## config.mk

```make
export PLATFORM = sky130hd
export DESIGN_NAME = bolme_birimi_flat
export DESIGN_NICKNAME = d
export VERILOG_FILES = /design/src/rtl/bolme_birimi_if.sv /design/src/rtl/bolme_birimi.sv /design/src/flat_wrapper.sv
export SDC_FILE = /design/constraint.sdc
export NUM_CORES = 1
export LEC_CHECK = 0
export ABC_AREA = 1
export BUFFER_PORTS_ARGS = -buffer_cell sky130_fd_sc_hd__buf_2
export CORE_ASPECT_RATIO = 0.75
export CORE_MARGIN = 4
export CORE_UTILIZATION = 35
export CTS_BUF_LIST = sky130_fd_sc_hd__clkbuf_8
export DETAILED_ROUTE_END_ITERATION = 12
export GPL_ROUTABILITY_DRIVEN = 0
export PLACE_DENSITY = 0.53
export SLEW_MARGIN = 30
export SYNTH_ARGS = -nofsm -noshare
export SYNTH_HDL_FRONTEND = slang
export SYNTH_SLANG_ARGS = --single-unit
```

## constraint.sdc

```tcl
create_clock -name clk_i -period 4.8 [get_ports clk_i]
set_input_delay 0.24 -clock clk_i [delete_from_list [all_inputs] [get_ports clk_i]]
set_output_delay 0.24 -clock clk_i [all_outputs]
set_load 0.05 [all_outputs]
```

## src/rtl/bolme_birimi_if.sv

```systemverilog
// bolme_birimi_if: YURUT stage <-> divider bundle.
// master = pipeline side, slave = divider side.
interface bolme_birimi_if #(
  parameter int XLEN = 32
);
  logic            basla_i;
  logic [1:0]      islem_i;
  logic [XLEN-1:0] bolunen_i;
  logic [XLEN-1:0] bolen_i;
  logic            iptal_i;
  logic [XLEN-1:0] sonuc_o;
  logic            gecerli_o;
  logic            hazir_o;

  modport master (
    output basla_i,
    output islem_i,
    output bolunen_i,
    output bolen_i,
    output iptal_i,
    input  sonuc_o,
    input  gecerli_o,
    input  hazir_o
  );

  modport slave (
    input  basla_i,
    input  islem_i,
    input  bolunen_i,
    input  bolen_i,
    input  iptal_i,
    output sonuc_o,
    output gecerli_o,
    output hazir_o
  );
endinterface

```

## src/rtl/bolme_birimi.sv

```systemverilog
// bolme_birimi: radix-2 restoring RV32M divider (DIV/DIVU/REM/REMU).
// BOLME_HIZLI_EN: divide-by-zero and signed overflow finish in one cycle.
module bolme_birimi #(
  parameter int XLEN = 32
) (
  input  logic          clk_i,
  input  logic          rst_i,
  bolme_birimi_if.slave bb
);

  typedef enum logic [1:0] {
    BOSTA   = 2'd0,
    HESAPLA = 2'd1,
    BITTI   = 2'd2
  } durum_e;

  durum_e          durum_q, durum_d;
  logic [1:0]      islem_q, islem_d;
  logic [XLEN-1:0] bolen_q, bolen_d;
  logic [XLEN-1:0] bolum_q, bolum_d;
  logic [XLEN:0]   kalan_q, kalan_d;
  logic [4:0]      sayac_q, sayac_d;
  logic            bisaret_q, bisaret_d;
  logic            kisaret_q, kisaret_d;
  logic [XLEN-1:0] sonuc_q, sonuc_d;

  logic            hazir;
  logic            gecerli;

  logic            imzali_gir;
  logic            a_neg;
  logic            b_neg;
  logic [XLEN-1:0] a_abs;
  logic [XLEN-1:0] b_abs;

  assign imzali_gir = ~bb.islem_i[0];
  assign a_neg      = imzali_gir & bb.bolunen_i[XLEN-1];
  assign b_neg      = imzali_gir & bb.bolen_i[XLEN-1];
  assign a_abs      = a_neg ? -bb.bolunen_i : bb.bolunen_i;
  assign b_abs      = b_neg ? -bb.bolen_i : bb.bolen_i;

  // One restoring step; the quotient register shifts dividend bits out
  // at the top while quotient bits enter at the bottom.
  logic [XLEN+1:0] deneme;
  logic [XLEN-1:0] bolum_yeni;
  logic [XLEN:0]   kalan_yeni;

  assign deneme     = {kalan_q, bolum_q[XLEN-1]} - {2'b00, bolen_q};
  assign bolum_yeni = {bolum_q[XLEN-2:0], ~deneme[XLEN+1]};
  assign kalan_yeni = deneme[XLEN+1]
                    ? {kalan_q[XLEN-1:0], bolum_q[XLEN-1]}
                    : deneme[XLEN:0];

  // Sign fix-up on the final step. A zero divisor already yields an
  // all-ones quotient magnitude, which must not be negated.
  logic            imzali_q;
  logic            bolen_sifir_q;
  logic [XLEN-1:0] bolum_son;
  logic [XLEN-1:0] kalan_son;
  logic [XLEN-1:0] son;

  assign imzali_q      = ~islem_q[0];
  assign bolen_sifir_q = (bolen_q == '0);
  assign bolum_son     = (imzali_q & bisaret_q & ~bolen_sifir_q)
                       ? -bolum_yeni : bolum_yeni;
  assign kalan_son     = (imzali_q & kisaret_q & (|kalan_yeni[XLEN-1:0]))
                       ? -kalan_yeni[XLEN-1:0] : kalan_yeni[XLEN-1:0];
  assign son           = islem_q[1] ? kalan_son : bolum_son;

`ifdef BOLME_HIZLI_EN
  logic            b_sifir;
  logic            tasma;
  logic            ozel;
  logic [XLEN-1:0] ozel_sonuc;

  assign b_sifir = (bb.bolen_i == '0);
  assign tasma   = imzali_gir
                 & (bb.bolunen_i == {1'b1, {(XLEN-1){1'b0}}})
                 & (&bb.bolen_i);
  assign ozel    = b_sifir | tasma;

  // Special results straight from the operands; overflow's quotient
  // equals the dividend itself.
  always_comb begin
    ozel_sonuc = '0;
    if (b_sifir) begin
      ozel_sonuc = bb.islem_i[1] ? bb.bolunen_i : '1;
    end else begin
      ozel_sonuc = bb.islem_i[1] ? '0 : bb.bolunen_i;
    end
  end
`endif

  // Next-state, datapath update and handshake outputs.
  always_comb begin
    durum_d   = durum_q;
    islem_d   = islem_q;
    bolen_d   = bolen_q;
    bolum_d   = bolum_q;
    kalan_d   = kalan_q;
    sayac_d   = sayac_q;
    bisaret_d = bisaret_q;
    kisaret_d = kisaret_q;
    sonuc_d   = sonuc_q;
    hazir     = 1'b1;
    gecerli   = 1'b0;
    unique case (durum_q)
      BOSTA: begin
        hazir = ~bb.basla_i | bb.iptal_i;
        if (bb.basla_i && !bb.iptal_i) begin
          islem_d   = bb.islem_i;
          bolum_d   = a_abs;
          bolen_d   = b_abs;
          bisaret_d = bb.bolunen_i[XLEN-1] ^ bb.bolen_i[XLEN-1];
          kisaret_d = bb.bolunen_i[XLEN-1];
          kalan_d   = '0;
          sayac_d   = '0;
`ifdef BOLME_HIZLI_EN
          if (ozel) begin
            sonuc_d = ozel_sonuc;
            durum_d = BITTI;
          end else begin
            durum_d = HESAPLA;
          end
`else
          durum_d   = HESAPLA;
`endif
        end
      end
      HESAPLA: begin
        hazir = bb.iptal_i;
        if (bb.iptal_i) begin
          durum_d = BOSTA;
        end else begin
          bolum_d = bolum_yeni;
          kalan_d = kalan_yeni;
          sayac_d = sayac_q + 5'd1;
          if (sayac_q == 5'd31) begin
            sonuc_d = son;
            durum_d = BITTI;
          end
        end
      end
      BITTI: begin
        hazir   = 1'b1;
        gecerli = ~bb.iptal_i;
        durum_d = BOSTA;
      end
      default: begin
        durum_d = BOSTA;
      end
    endcase
  end

  // State and datapath registers.
  always_ff @(posedge clk_i or negedge rst_i) begin
    if (!rst_i) begin
      durum_q   <= BOSTA;
      islem_q   <= '0;
      bolen_q   <= '0;
      bolum_q   <= '0;
      kalan_q   <= '0;
      sayac_q   <= '0;
      bisaret_q <= 1'b0;
      kisaret_q <= 1'b0;
      sonuc_q   <= '0;
    end else begin
      durum_q   <= durum_d;
      islem_q   <= islem_d;
      bolen_q   <= bolen_d;
      bolum_q   <= bolum_d;
      kalan_q   <= kalan_d;
      sayac_q   <= sayac_d;
      bisaret_q <= bisaret_d;
      kisaret_q <= kisaret_d;
      sonuc_q   <= sonuc_d;
    end
  end

  assign bb.sonuc_o   = sonuc_q;
  assign bb.gecerli_o = gecerli;
  assign bb.hazir_o   = hazir;

endmodule

```

## src/flat_wrapper.sv

```systemverilog
// flat-port wrapper written by rule: the top's interface ports become plain ports
module bolme_birimi_flat 
#(
  parameter int XLEN = 32
)
  (clk_i, rst_i, bb_basla_i, bb_islem_i, bb_bolunen_i, bb_bolen_i, bb_iptal_i, bb_sonuc_o, bb_gecerli_o, bb_hazir_o);
  bolme_birimi_if #(.XLEN(XLEN)) bb_i ();
  input  logic clk_i;
  input  logic rst_i;
  input wire logic [$bits(bb_i.basla_i)-1:0] bb_basla_i;
  input wire logic [$bits(bb_i.islem_i)-1:0] bb_islem_i;
  input wire logic [$bits(bb_i.bolunen_i)-1:0] bb_bolunen_i;
  input wire logic [$bits(bb_i.bolen_i)-1:0] bb_bolen_i;
  input wire logic [$bits(bb_i.iptal_i)-1:0] bb_iptal_i;
  output wire logic [$bits(bb_i.sonuc_o)-1:0] bb_sonuc_o;
  output wire logic [$bits(bb_i.gecerli_o)-1:0] bb_gecerli_o;
  output wire logic [$bits(bb_i.hazir_o)-1:0] bb_hazir_o;
  assign bb_i.basla_i = bb_basla_i;
  assign bb_i.islem_i = bb_islem_i;
  assign bb_i.bolunen_i = bb_bolunen_i;
  assign bb_i.bolen_i = bb_bolen_i;
  assign bb_i.iptal_i = bb_iptal_i;
  assign bb_sonuc_o = bb_i.sonuc_o;
  assign bb_gecerli_o = bb_i.gecerli_o;
  assign bb_hazir_o = bb_i.hazir_o;
  bolme_birimi #(.XLEN(XLEN)) u_core (.clk_i(clk_i), .rst_i(rst_i), .bb(bb_i));
endmodule
```

; ---- Word-level counts from Yosys, hierarchy flattened
; Index checks and enable logic that the tools add are counted.
[classes]
add_sub_neg = 6
eq_ne = 6
muxes = 21
bitwise_logic = 14
n_reduce_logical = 10
[op_table]
columns = op, count
row1 = two-way mux 32 bit, 7
row2 = negation 32 bit, 4
row3 = two-way mux 33 bit, 3
row4 = case mux 33 bit (2 select lines), 1
row5 = case mux 32 bit (2 select lines), 1
row6 = subtractor 34 x 32 -> 34 bit, 1
row7 = zero test 32 bit, 1
row8 = OR reduction 32 bit, 1
row9 = two-way mux 5 bit, 2
row10 = case mux 5 bit (2 select lines), 1
row11 = bitwise AND 1 bit, 6
row12 = two-way mux 2 bit, 3
row13 = NOT 1 bit, 6
row14 = AND reduction 3 bit, 2
row15 = "adder 5 x 1 -> 5 bit, second input constant", 1
row16 = "== test 5 bit, second input constant", 1
row17 = case mux 2 bit (2 select lines), 1
row18 = AND reduction 2 bit, 2
row19 = "!= test 3 x 2 -> 1 bit, second input constant", 1
row20 = "== test 2 x 1 -> 1 bit, second input constant", 1
row21 = "== test 2 bit, second input constant", 1
row22 = zero test 2 bit, 1
row23 = "!= test 2 x 1 -> 1 bit, second input constant", 1
row24 = "!= test 2 bit, second input constant", 1
row25 = other kinds (7), 7
[totals]
reg_bits = 140
input_bits = 70
output_inout_bits = 34
wordCells = 66

; ---- Logic depth before layout (Yosys ltp)
[logic_depth]
depth_word = 6
ltp_mapped = 30
mapped_depth_nobuf = 29

; ---- Least setup slack after synthesis
; Ideal clock, no wire load.
[synth_timing]
kind = register -> register
from = reg u_core.kalan_q[7]
to = reg u_core.sonuc_q[28], in the netlist u_core.bb.sonuc_o[28]
setup_time_ns = 0.077
t_arrival_ns = 3.721
t_required_ns = 4.723
slack_ns = 1.001
stages_incl_launch_ff = 27
n_path_buf = 1
synth_period_minus_slack_ns = 3.799
cell_sequence = dfrtp_1 ha_1 nand2_2 inv_1 a21oi_2 nand3_2 nand2_2 nand2_4 nand2_8 nand3_4 nand2_4 buf_12 ha_1 nand3_1 nor3_1 inv_1 nor2_1 nand3_1 nor3_1 nand4_1 nor2_1 nand3_1 o21ai_0 o21ai_0 a21oi_1 nor2_1 a21oi_1
[synth_via]
elab_chain_cells = 6
elab_cells_between_ends = 10
classes_between = 3 x add/sub / 4 x mux / 2 x bitwise / 1 x reduce/logical
[synth_lines]
columns = item, line
row1 = start: declaration, bolme_birimi.sv:21  ; logic [XLEN:0] kalan_q, kalan_d;
row2 = start signal: assignment, bolme_birimi.sv:172  ; kalan_q <= kalan_d;
row3 = branches (longest 5 deep; another with subtractor 34 x 32 -> 34 bit), --
row4 = two-way mux 32 bit (*), bolme_birimi.sv:68  ; assign son = islem_q[1] ? kalan_son : bolum_son;
row5 = end signal: assignment, bolme_birimi.sv:176  ; sonuc_q <= sonuc_d;
row6 = end: declaration, bolme_birimi.sv:25  ; logic [XLEN-1:0] sonuc_q, sonuc_d;
; Every way passes the cells marked *.
; A chain may end at the register's enable or synchronous reset.

; ---- Final worst setup path
[layout_timing]
from = reg u_core.bolen_q[18]
to = reg u_core.sonuc_q[28], in the netlist u_core.bb.sonuc_o[28]
[layout_via]
elab_chain_cells = 6
elab_cells_between_ends = 13
classes_between = 3 x add/sub / 4 x mux / 4 x bitwise / 2 x reduce/logical
[layout_lines]
columns = item, line
row1 = start: declaration, bolme_birimi.sv:19  ; logic [XLEN-1:0] bolen_q, bolen_d;
row2 = start signal: assignment, bolme_birimi.sv:170  ; bolen_q <= bolen_d;
row3 = branches (longest 5 deep; another with subtractor 34 x 32 -> 34 bit), --
row4 = two-way mux 32 bit (*), bolme_birimi.sv:68
; Marks and branches as above.

==> impl_metrics.ini <==
[timing]
post-route-min-period_ns = 4.26
worst_clock_skew_ns = 0.0159
finalCritPeriodShare = 0.888
relSlewSlack = 0.397
finalHoldViolCount = 0
setup_viol = 0
worst_slew_pin_slew_ns = 0.903
slew_viol_final = 0
fmax_ghz = 0.235
timing.setup.tns_ns = 0
rsz0062_at_grt = no

[min_path]
worstHoldStart = bb_islem_i[0]
hold_path.class = in -> reg
whs_endpoint = u_core.islem_q[0]
hold_depth = 3

[global_route]
grtUsageTotal = 0.214
grt_overflow = 0
antenna_found_initial = 0
grt_pass1_vias = 11484
grt_pass1_wl_mm = 64.0
grt_max_degree = 74

[placement]
io_buffers = 103
hpwl_mm = 31.6
dpl_cell_area_um2 = 12900

[cts]
ctsHtreeMaxLevel = 4
clk_latency_ns = 0.50
cts_sinks = 140
cts_root_buf = clkbuf_8
tritoncts = built
clk_pin_slew_ns = 0.09
clockBufferDepth = 2
cts_made_buffers = 17

[logic_synthesis]
synth_async_sr_flop_share = 1.00
seq_area_frac_synth = 0.293
synthFlopType = dfrtp_1
synth-edff-count = 0
synth_cell_type_count = 47
synth_nets = 1948
synth_area_per_cell_um2 = 6.50
syn_area_um2 = 12000
yosys_register_bits = 140
synthesis.instances = 1840
yosysWarnings = 0

[worst_setup_path]
cp.arrival_ns = 4.69
worst-path-max-fanout = 10
start_kind = flip-flop
r2r-end = u_core.bb.sonuc_o[28]
timing.rr.start = u_core.bolen_q[18]
r2r_setup_slack_ns = 0.54
path_class = reg -> reg
rr_worst_depth = 25
worstPathRequired_ns = 5.23
end_kind = flip-flop

[finish]
fill_cells = 3635
multi_input_area_um2 = 7250
drive_above_1_share = 0.129
fin_util = 0.398
antennaDiodeCount = 0
nNetsFinal = 2029
syn_to_final_growth_pct = 11.8
stdcell_area_um2 = 13400
layout_common_cells = nand2_1, inv_1, nor2_1, dfrtp_1, o21ai_0
regArea_um2 = 3500
layout_commonest_cell = nand2_1

[power_and_ir_drop]
ir_worst_vdd_uv = 287
powerDensity_nw_per_um2 = 702
finalPower_w = 0.00938
p_leak_nw = 6.71

[route]
wire_per_inst_um = 16.8
drtAntennaViolNets = 0
vias = 12372
drc = 0
routed_wl_mm = 40.0
dr.pass1.iters = 6
drt_iter0_drc = 1179
viasPerCell = 5.19

[outcome]
outcome = complete, no violations

[floorplanning]
dieArea_um2 = 37200
dieWidth_um = 221
boundaryPins = 104
rows = 58
initial_core_util = 0.356
coreArea_um2 = 33600
die_h_um = 168

[run]
cap_violations = 0
[report_power, final]
part           switching [W]  total, W  leakage [nW]  internal, W
clock network       0.000538   0.00108         0.210     0.000543
registers           0.000248   0.00171          1.81      0.00146
logic                0.00455   0.00659          4.68      0.00204
[routing by layer]
metal	part of all wire	wire, um	track usage
met3	0.064	2550	0.0357
met4	0.0093	372	0.0394
met5	0	0	0
met2	0.41	16400	0.304
met1	0.52	20700	0.339
[worst max-delay path, stage by stage (launching register included)]
cell and delay (ns):
dfrtp_1 0.39, inv_1 0.08, ha_1 0.35, nand2_1 0.10
nor2_1 0.28, nand2_1 0.17, nor2_4 0.18, nand2_8 0.09
nand2_8 0.07, nand2_4 0.10, nand2_4 0.10, ha_1 0.17
nand3_1 0.12, nor3_1 0.21, inv_1 0.12, nor2_2 0.15
nand3_1 0.17, nor3_4 0.20, nand4_1 0.17, nor2_2 0.17
nand3_1 0.11, o21ai_0 0.20, o21ai_0 0.10, a21oi_1 0.16
nor2_1 0.06, a21oi_1 0.14
[sequential cells by signal, indices dropped and copies added (netlist names)]
register and flops:
u_core.bb.sonuc_o 32, u_core.bisaret_q 1, u_core.bolen_q 32, u_core.bolum_q 32, u_core.durum_q 2, u_core.islem_q 2
u_core.kalan_q 33, u_core.kisaret_q 1, u_core.sayac_q 5
[cells in the mapped netlist (all sizes together) (2+ instances only)]
library cell	n	area, um^2
a21oi	110	569
a31oi	14	87.6
a41oi	2	17.5
and2	2	12.5
buf	14	116
clkbuf	45	169
dfrtp	140	3500
ha	37	463
inv	252	946
nand2	525	2170
nand3	112	591
nand3b	23	173
nand4	22	138
nor2	203	856
nor3	35	180
nor4	17	106
o211ai	13	97.6
o21ai	138	691
o21bai	7	52.6
o221ai	10	87.6
o22ai	33	206
o31ai	4	30.0
or2	8	50.1
xnor2	25	219
xor2	43	377
[stage by stage]
| step | setup WS [ns] | hold WS (ns) | std cells |
|---|---|---|---|
| after detailed placement | 0.348 | 0.161 | 2349 |
| after CTS | 0.322 | 0.0213 | 2384 |
| after floorplan | 1.00 | -0.0556 | 1840 |
| after global routing | 0.0862 | 0.0358 | 2384 |
| final | 0.537 | 0.0441 | 2384 |
| after global placement | 0.476 | 0.161 | 2349 |
[timing repair]
item,in CTS,in global routing
resized for setup,0,4
endpoints found under the hold margin,35,0
setup buffers,0,0
hold buffers,3,0
endpoints found under the setup margin,0,5
[area by class of cell]
type / count / area share
Multi-Input combinational cell: 1388 / 0.543
Sequential cell: 140 / 0.262
Inverter: 253 / 0.0713
Timing Repair Buffer: 121 / 0.0500
Tap cell: 450 / 0.0421
Clock buffer: 19 / 0.0196
Clock inverter: 13 / 0.0124
[worst max path at each step]
| stage | startpoint | end | slack (ns) | cells after the start |
|---|---|---|---|---|
| final | u_core.bolen_q[18] | u_core.bb.sonuc_o[28] | 0.54 | 25 |
| after global routing | u_core.bolen_q[4] | u_core.bb.sonuc_o[28] | 0.09 | 28 |
| after CTS | u_core.bolen_q[18] | u_core.bb.sonuc_o[28] | 0.32 | 25 |
| after detailed placement | u_core.bolen_q[18] | u_core.bb.sonuc_o[28] | 0.35 | 25 |
| after global placement | u_core.bolen_q[18] | u_core.bb.sonuc_o[28] | 0.48 | 25 |
| after floorplan | u_core.kalan_q[7] | u_core.bb.sonuc_o[28] | 1.00 | 26 |
[cell families (layout without fill, tap and decap cells)]
kind of cell               after synthesis  in the layout  share of synthesized area
AOI/OAI and AO/OA                      335            335                      0.157
xor gates and xnor gates                68             68                     0.0498
adders and majority gates               38             38                     0.0404
buffers and inverters                  312            406                      0.103
DFF                                    140            140                      0.293
and+or+nand+nor                        947            947                      0.357
No activity file was read; power rests on OpenSTA's default activity.
